`src/rtl/uart_rx.sv`:
```
// -----------------------------------------------------------------------------
// uart_rx: 8N1 UART receiver, LSB first, one bit per CLKS_PER_BIT clocks.
// Synchronises the asynchronous serial line, qualifies the start bit at
// mid-bit, shifts in eight data bits and checks the stop bit.
//
// Parameters:
//   CLKS_PER_BIT  clocks per bit period; even and >= 8 (default 16)
//
// Ports:
//   i_clk        system clock, all logic on the rising edge
//   i_reset      asynchronous active-high reset
//   i_rxd        serial line, asynchronous to i_clk, idle high
//   o_data       last correctly framed byte, held until the next good frame
//   o_valid      one-cycle pulse when o_data is updated
//   o_frame_err  one-cycle pulse when the stop bit samples low
//   o_busy       high whenever the receiver is not idle
//
// Build option:
//   UART_RX_MAJORITY_EN  when defined, each bit decision is a 2-of-3 vote of
//                        the synchronised line at cnt = k-2, k-1 and k.
// -----------------------------------------------------------------------------
module uart_rx #(
    parameter int unsigned CLKS_PER_BIT = 16
) (
    input  logic       i_clk,
    input  logic       i_reset,
    input  logic       i_rxd,
    output logic [7:0] o_data,
    output logic       o_valid,
    output logic       o_frame_err,
    output logic       o_busy
);

    localparam int unsigned CNT_W = $clog2(CLKS_PER_BIT);
    localparam logic [CNT_W-1:0] HALF_LAST = CNT_W'(CLKS_PER_BIT / 2 - 1);
    localparam logic [CNT_W-1:0] BIT_LAST  = CNT_W'(CLKS_PER_BIT - 1);

    typedef enum logic [1:0] {
        IDLE,
        START,
        DATA,
        STOP
    } state_t;

    state_t           state;
    logic [CNT_W-1:0] cnt;
    logic [2:0]       bit_idx;
    logic [7:0]       shreg;
    logic             sync1;
    logic             sync2;
    logic             prev;
    logic             sample;

    // Two-flop synchroniser plus previous-value flop for falling-edge detect.
    always_ff @(posedge i_clk or posedge i_reset) begin
        if (i_reset) begin
            sync1 <= 1'b1;
            sync2 <= 1'b1;
            prev  <= 1'b1;
        end else begin
            sync1 <= i_rxd;
            sync2 <= sync1;
            prev  <= sync2;
        end
    end

`ifdef UART_RX_MAJORITY_EN
    logic vote1;
    logic vote2;

    // Free-running history: at cnt = k, vote1/vote2 hold sync2 from k-1/k-2.
    always_ff @(posedge i_clk or posedge i_reset) begin
        if (i_reset) begin
            vote1 <= 1'b1;
            vote2 <= 1'b1;
        end else begin
            vote1 <= sync2;
            vote2 <= vote1;
        end
    end

    assign sample = (vote1 & vote2) | (vote1 & sync2) | (vote2 & sync2);
`else
    assign sample = sync2;
`endif

    // Receive FSM with registered outputs.
    always_ff @(posedge i_clk or posedge i_reset) begin
        if (i_reset) begin
            state       <= IDLE;
            cnt         <= '0;
            bit_idx     <= '0;
            shreg       <= '0;
            o_data      <= 8'h00;
            o_valid     <= 1'b0;
            o_frame_err <= 1'b0;
            o_busy      <= 1'b0;
        end else begin
            o_valid     <= 1'b0;
            o_frame_err <= 1'b0;
            case (state)
                IDLE: begin
                    cnt <= '0;
                    // prev tracks sync2 continuously, so a held-low line cannot re-arm.
                    if (!sync2 && prev) begin
                        state  <= START;
                        o_busy <= 1'b1;
                    end
                end
                START: begin
                    if (cnt == HALF_LAST) begin
                        cnt <= '0;
                        if (!sample) begin
                            state   <= DATA;
                            bit_idx <= 3'd0;
                        end else begin
                            state  <= IDLE;
                            o_busy <= 1'b0;
                        end
                    end else begin
                        cnt <= cnt + CNT_W'(1);
                    end
                end
                DATA: begin
                    if (cnt == BIT_LAST) begin
                        cnt     <= '0;
                        // Right shift: first (LSB) bit ends up in bit 0 after eight samples.
                        shreg   <= {sample, shreg[7:1]};
                        bit_idx <= bit_idx + 3'd1;
                        if (bit_idx == 3'd7) begin
                            state <= STOP;
                        end
                    end else begin
                        cnt <= cnt + CNT_W'(1);
                    end
                end
                STOP: begin
                    if (cnt == BIT_LAST) begin
                        // Leaving at stop-bit centre leaves half a bit to catch the next start edge.
                        cnt    <= '0;
                        state  <= IDLE;
                        o_busy <= 1'b0;
                        if (sample) begin
                            o_data  <= shreg;
                            o_valid <= 1'b1;
                        end else begin
                            o_frame_err <= 1'b1;
                        end
                    end else begin
                        cnt <= cnt + CNT_W'(1);
                    end
                end
                default: begin
                    state  <= IDLE;
                    cnt    <= '0;
                    o_busy <= 1'b0;
                end
            endcase
        end
    end

endmodule

```
`config.mk`:
```
export PLATFORM = sky130hd
export DESIGN_NAME = uart_rx
export DESIGN_NICKNAME = d
export VERILOG_FILES = /design/src/rtl/uart_rx.sv
export SDC_FILE = /design/constraint.sdc
export NUM_CORES = 1
export LEC_CHECK = 0
export CAP_MARGIN = 20
export CORE_UTILIZATION = 40
export DETAILED_ROUTE_END_ITERATION = 8
export GPL_TIMING_DRIVEN = 0
export SLEW_MARGIN = 10
export SYNTH_ARGS = -nofsm -noshare
export SYNTH_HDL_FRONTEND = slang
export SYNTH_SLANG_ARGS = --single-unit
export TNS_END_PERCENT = 20
```
`constraint.sdc`:
```
create_clock -name i_clk -period 2.09 [get_ports i_clk]
set_clock_uncertainty 0.15 [all_clocks]
set_input_delay 0.418 -clock i_clk [delete_from_list [all_inputs] [get_ports i_clk]]
set_output_delay 0.418 -clock i_clk [all_outputs]
set_load 0.02 [all_outputs]
```
== After elaboration in Yosys (flattened, before gate mapping) ==
Index checks and enable logic that the tools add are counted.
W data, S select, Z words.

* Equal/unequal tests: 13
* Reductions and logical operators: 11
* Muxes and demuxes: 25
* Add/subtract/negate cells: 2

{| class="wikitable"
|+ Operators with widths
! kind !! number
|-
| $ne A2 B2 Y1 const B || 7
|-
| $mux W2 || 6
|-
| $pmux W4 S3 || 1
|-
| $mux W1 || 10
|-
| $reduce_and A5 Y1 || 2
|-
| $mux W3 || 3
|-
| $mux W4 || 2
|-
| $pmux W2 S4 || 1
|-
| $pmux W3 S2 || 1
|-
| $add A4 B1 Y4 const B || 1
|-
| $eq A2 B2 Y1 const B || 2
|-
| $eq A4 B3 Y1 const B || 1
|-
| $eq A4 B4 Y1 const B || 1
|-
| $reduce_and A4 Y1 || 1
|-
| $add A3 B1 Y3 const B || 1
|-
| $eq A3 B3 Y1 const B || 1
|-
| $pmux W1 S3 || 1
|-
| $reduce_and A3 Y1 || 1
|-
| $reduce_bool A3 Y1 || 1
|-
| $eq A2 B1 Y1 const B || 1
|-
| $logic_not A2 Y1 || 1
|-
| $reduce_and A2 Y1 || 1
|-
| $reduce_bool A2 Y1 || 1
|-
| $reduce_or A2 Y1 || 1
|-
| other kinds (2) || 2
|}

* Register bits: 31
* Word-level logic and storage cells: 62

== Logic depth before layout (Yosys ltp) ==
* Word-level depth: 4
* Mapped depth: 4

== Least setup slack after synthesis ==
Ideal clock, no wire load.

* Path type: reg-to-reg
* Start point: register cnt[0]
* End point: register shreg[0]
* Data arrival time: 1.378 ns
* Stages on the path, launching flop included: 5
* Setup slack: 0.438 ns
* Buffers on the path: 0
* Required time: 1.815 ns
* Period minus slack after synthesis: 1.652 ns
* Setup time: 0.125 ns
* Cells stage by stage: dfrtp_1 > ha_1 > nand2_2 > nor3_4 > mux2_2

* Word-level cells in the longest chain between the ends: 2

{| class="wikitable"
|+ RTL lines
! what !! RTL line !! text
|-
| start, declared || 46 || <nowiki>logic [CNT_W-1:0] cnt;</nowiki>
|-
| start signal, assigned || 121 || <nowiki>cnt <= cnt + CNT_W'(1);</nowiki>
|-
| start signal, assigned || 134 || <nowiki>cnt <= cnt + CNT_W'(1);</nowiki>
|-
| start signal, assigned || 150 || <nowiki>cnt <= cnt + CNT_W'(1);</nowiki>
|-
| $eq A4 B4 Y1 || 125 || <nowiki>if (cnt == BIT_LAST) begin</nowiki>
|-
| $reduce_and A2 Y1 (no source line) || -- ||
|-
| end signal, assigned || 128 || <nowiki>shreg <= {sample, shreg[7:1]};</nowiki>
|-
| end, declared || 48 || <nowiki>logic [7:0] shreg;</nowiki>
|}

No other way between the ends.
A chain may end at the register's enable or synchronous reset.

== Worst setup path after layout ==
* Start point: register o_busy
* End point: output port o_busy

{| class="wikitable"
|+ RTL lines
! what !! RTL line !! text
|-
| start, declared || 31 || <nowiki>output logic o_busy</nowiki>
|-
| start signal, assigned || 97 || <nowiki>o_busy <= 1'b0;</nowiki>
|-
| start signal, assigned || 107 || <nowiki>o_busy <= 1'b1;</nowiki>
|-
| start signal, assigned || 118 || <nowiki>o_busy <= 1'b0;</nowiki>
|}

No word-level cell between the ends.

==> results.cfg <==
[clock_tree]
cts_hold_buf = 0
insertion_delay_ns = 0.33
cts_setup_buffers = 0
clock-sinks = 31
htree_levels = 2
clockBufferDepth = 2
cts.repair.resized = 0
cts_inserted_buffers = 5
cts.clk_slew.worst_paths_ns = 0.09
root_buffer = clkbuf_4
cts_tree = built

[layout]
drive_gt1_share_pct = 31.9
ff_latch_area_sq_um = 779
multi_input_area_sq_um = 494
n_antenna_cell = 0
areaGrowthSynthToFinish_pct = 21.7
nets = 124
fillers = 282

[power]
power_density_nw_per_um2 = 923
ir_drop_mv = 0.479
power.leakage_uw = 0.000745

[yosys]
avgSynthCellArea_sq_um = 13.5
synth_edf_count = 0
synth-seq-cells = 31
syn-cell-area_sq_um = 1310
synthFlopType = dfrtp_1
syn_inst = 97
async_reset_ff_share_pct = 100
yosys_warnings = 0
ys_types = 29
synth-seq-area-share_pct = 59.3
syn_nets = 103

[sta]
finalCritPeriodShare_pct = 89.9
min_period_ns = 1.88
whs_ns = 0.212
maxSlewHeadroom_pct = 56.6
finalHoldViolations = 0
worst_slew_pin_slew_ns = 0.650
rsz0062_at_grt = false
setup_viol = 0
slew_viol_final = 0
fmax_ghz = 0.532
tns_ns = 0

[worst_setup_path]
worstSetupEndpointType = output pin
critical_path.slowest_cell = clkdlybuf4s50_1
crit_chain = clkdlybuf4s50_1
worstRegToRegCells = 4
r2r-start = cnt[0]
critPathRequiredTime_ns = 1.52
crit_family = buffers and inverters
critPathMaxStageDelay_ns = 0.61
cp_max_fo = 2
arrival_ns = 1.31
critical_path_class = reg2out
cp-start-kind = flop
reg2reg_slack_ns = 0.26
timing.rr.end = shreg[7]
cp.buffers_inverters = 1

[floorplan]
pin_count = 14
die_w_microns = 59.3
core_area_sq_um = 3080
start_util_pct = 42.7
dieArea_sq_um = 3520
die_h_microns = 59.3
rows = 20

[hold_path]
hold-path-endpoint = sample
hp-start = sync1
min_delay_path_depth = 0
min_path_type = reg2reg

[status]
status = finished clean

[grt]
antenna_found_initial = 0
grt_overflow_total = 0
grt_pass1_wl_microns = 3660
grt_max_degree = 17
grt_pass1_vias = 799
grt_use_total_pct = 14.6

[drt]
vias_per_cell = 4.78
vias = 779
route.detailed.drc = 0
drt_first_pass_iters = 4
antenna_left = 0
drt_iter0_markers = 8
drt-wirelength-per-cell_microns = 12.2
wirelength_microns = 1990

[placement]
portBuffers = 13
gp_congestion = 0.787
hpwl_microns = 1420

[flow_run]
maxCapViolations = 0
==> layout by cell type, fill, tap and decap left out, drive strengths merged, types with 2 or more instances in the layout <==
cell	instances
dfrtp	28
mux2	17
clkdlybuf4s50	13
clkbuf	7
inv	5
nor2	5
nand3	4
nand2	4
buf	4
nor2b	3
ha	3
dfstp	3
o21ai	3
a21o	3
nor4b	2
mux2i	2
xnor2	2
a211oi	2
nor3	2
==> cells in the mapped netlist, types with 3 or more instances <==
cell     instances  area, sq um
dfrtp_1         28          701
nand3_1          4         20.0
nor2_1           4         15.0
inv_1            5         18.8
nand2_1          3         11.3
mux2_2          17          191
dfstp_2          3         78.8
ha_1             3         37.5
nor2b_1          3         18.8
==> sequential cells by signal (all words and copies together) (netlist names), named ones only <==
register and flops:
state 1, bit_idx 3, o_frame_err 1, o_busy 1, cnt 4, o_valid 1
sample 1, sync1 1, o_data 8, prev 1, shreg 8
==> worst max-delay path by stage <==
stage / slack (ns) / depth (start not counted) / from / to
finish: 0.21 / 1 / o_busy / o_busy
global route: 0.1 / 4 / cnt[0] / o_data[2]
CTS: 0.19 / 1 / o_busy / o_busy
detailed placement: 0.23 / 4 / cnt[0] / shreg[7]
global placement: 0.16 / 2 / i_reset / cnt[1]
floorplan: 0.44 / 4 / cnt[0] / shreg[0]
==> per-layer routing <==
| layer | vias up | part of all wire [%] | track usage, % |
|---|---|---|---|
| met5 | - | 0 | 0 |
| met4 | 0 | 2.1 | 7.14 |
| met3 | 7 | 4.2 | 6.55 |
| met2 | 12 | 45 | 21.0 |
| met1 | 373 | 49 | 18.5 |
| li1 | 387 | - | - |
==> kinds of logic (layout without fill, tap and decap cells) <==
family                   after synthesis  count (layout)  share of synthesized area [%]
XOR/XNOR                               2               2                           1.33
AND/OR/NAND/NOR                       23              23                           11.1
buffers and inverters                  8              30                           3.05
multiplexers                          19              19                           16.1
AO/OA/AOI/OAI                         11              11                           6.19
adder cells (fa/ha/maj)                3               3                           2.86
flip-flops                            31              31                           59.3
==> area by class of cell <==
cell class	instances	share of cell area, %
Multi-Input combinational cell	58	30.9
Timing Repair Buffer	14	9.86
Inverter	5	1.17
Clock buffer	7	4.07
Tap cell	44	3.44
Clock inverter	1	0.469
Buffer	3	1.33
Sequential cell	31	48.7
==> per-stage QoR <==
step / area (sq um) / utilization (%) / power, uW / cells / worst slack, ns
after CTS: 1600 / 52.0 / 1500 / 163 / 0.195
after floorplan: 1310 / - / 1010 / 97 / 0.438
after global placement: 1500 / 48.7 / 1080 / 154 / 0.155
after detailed placement: 1530 / 49.6 / 1090 / 155 / 0.232
after global routing: 1600 / 52.0 / 1590 / 163 / 0.0953
final: 1600 / 52.0 / 1480 / 163 / 0.211
==> report_power, final <==
part           internal [uW]  switching, uW
Clock                    196            201
Combinational            166            195
Sequential               668           50.8
(Power assumes the default switching activity.)
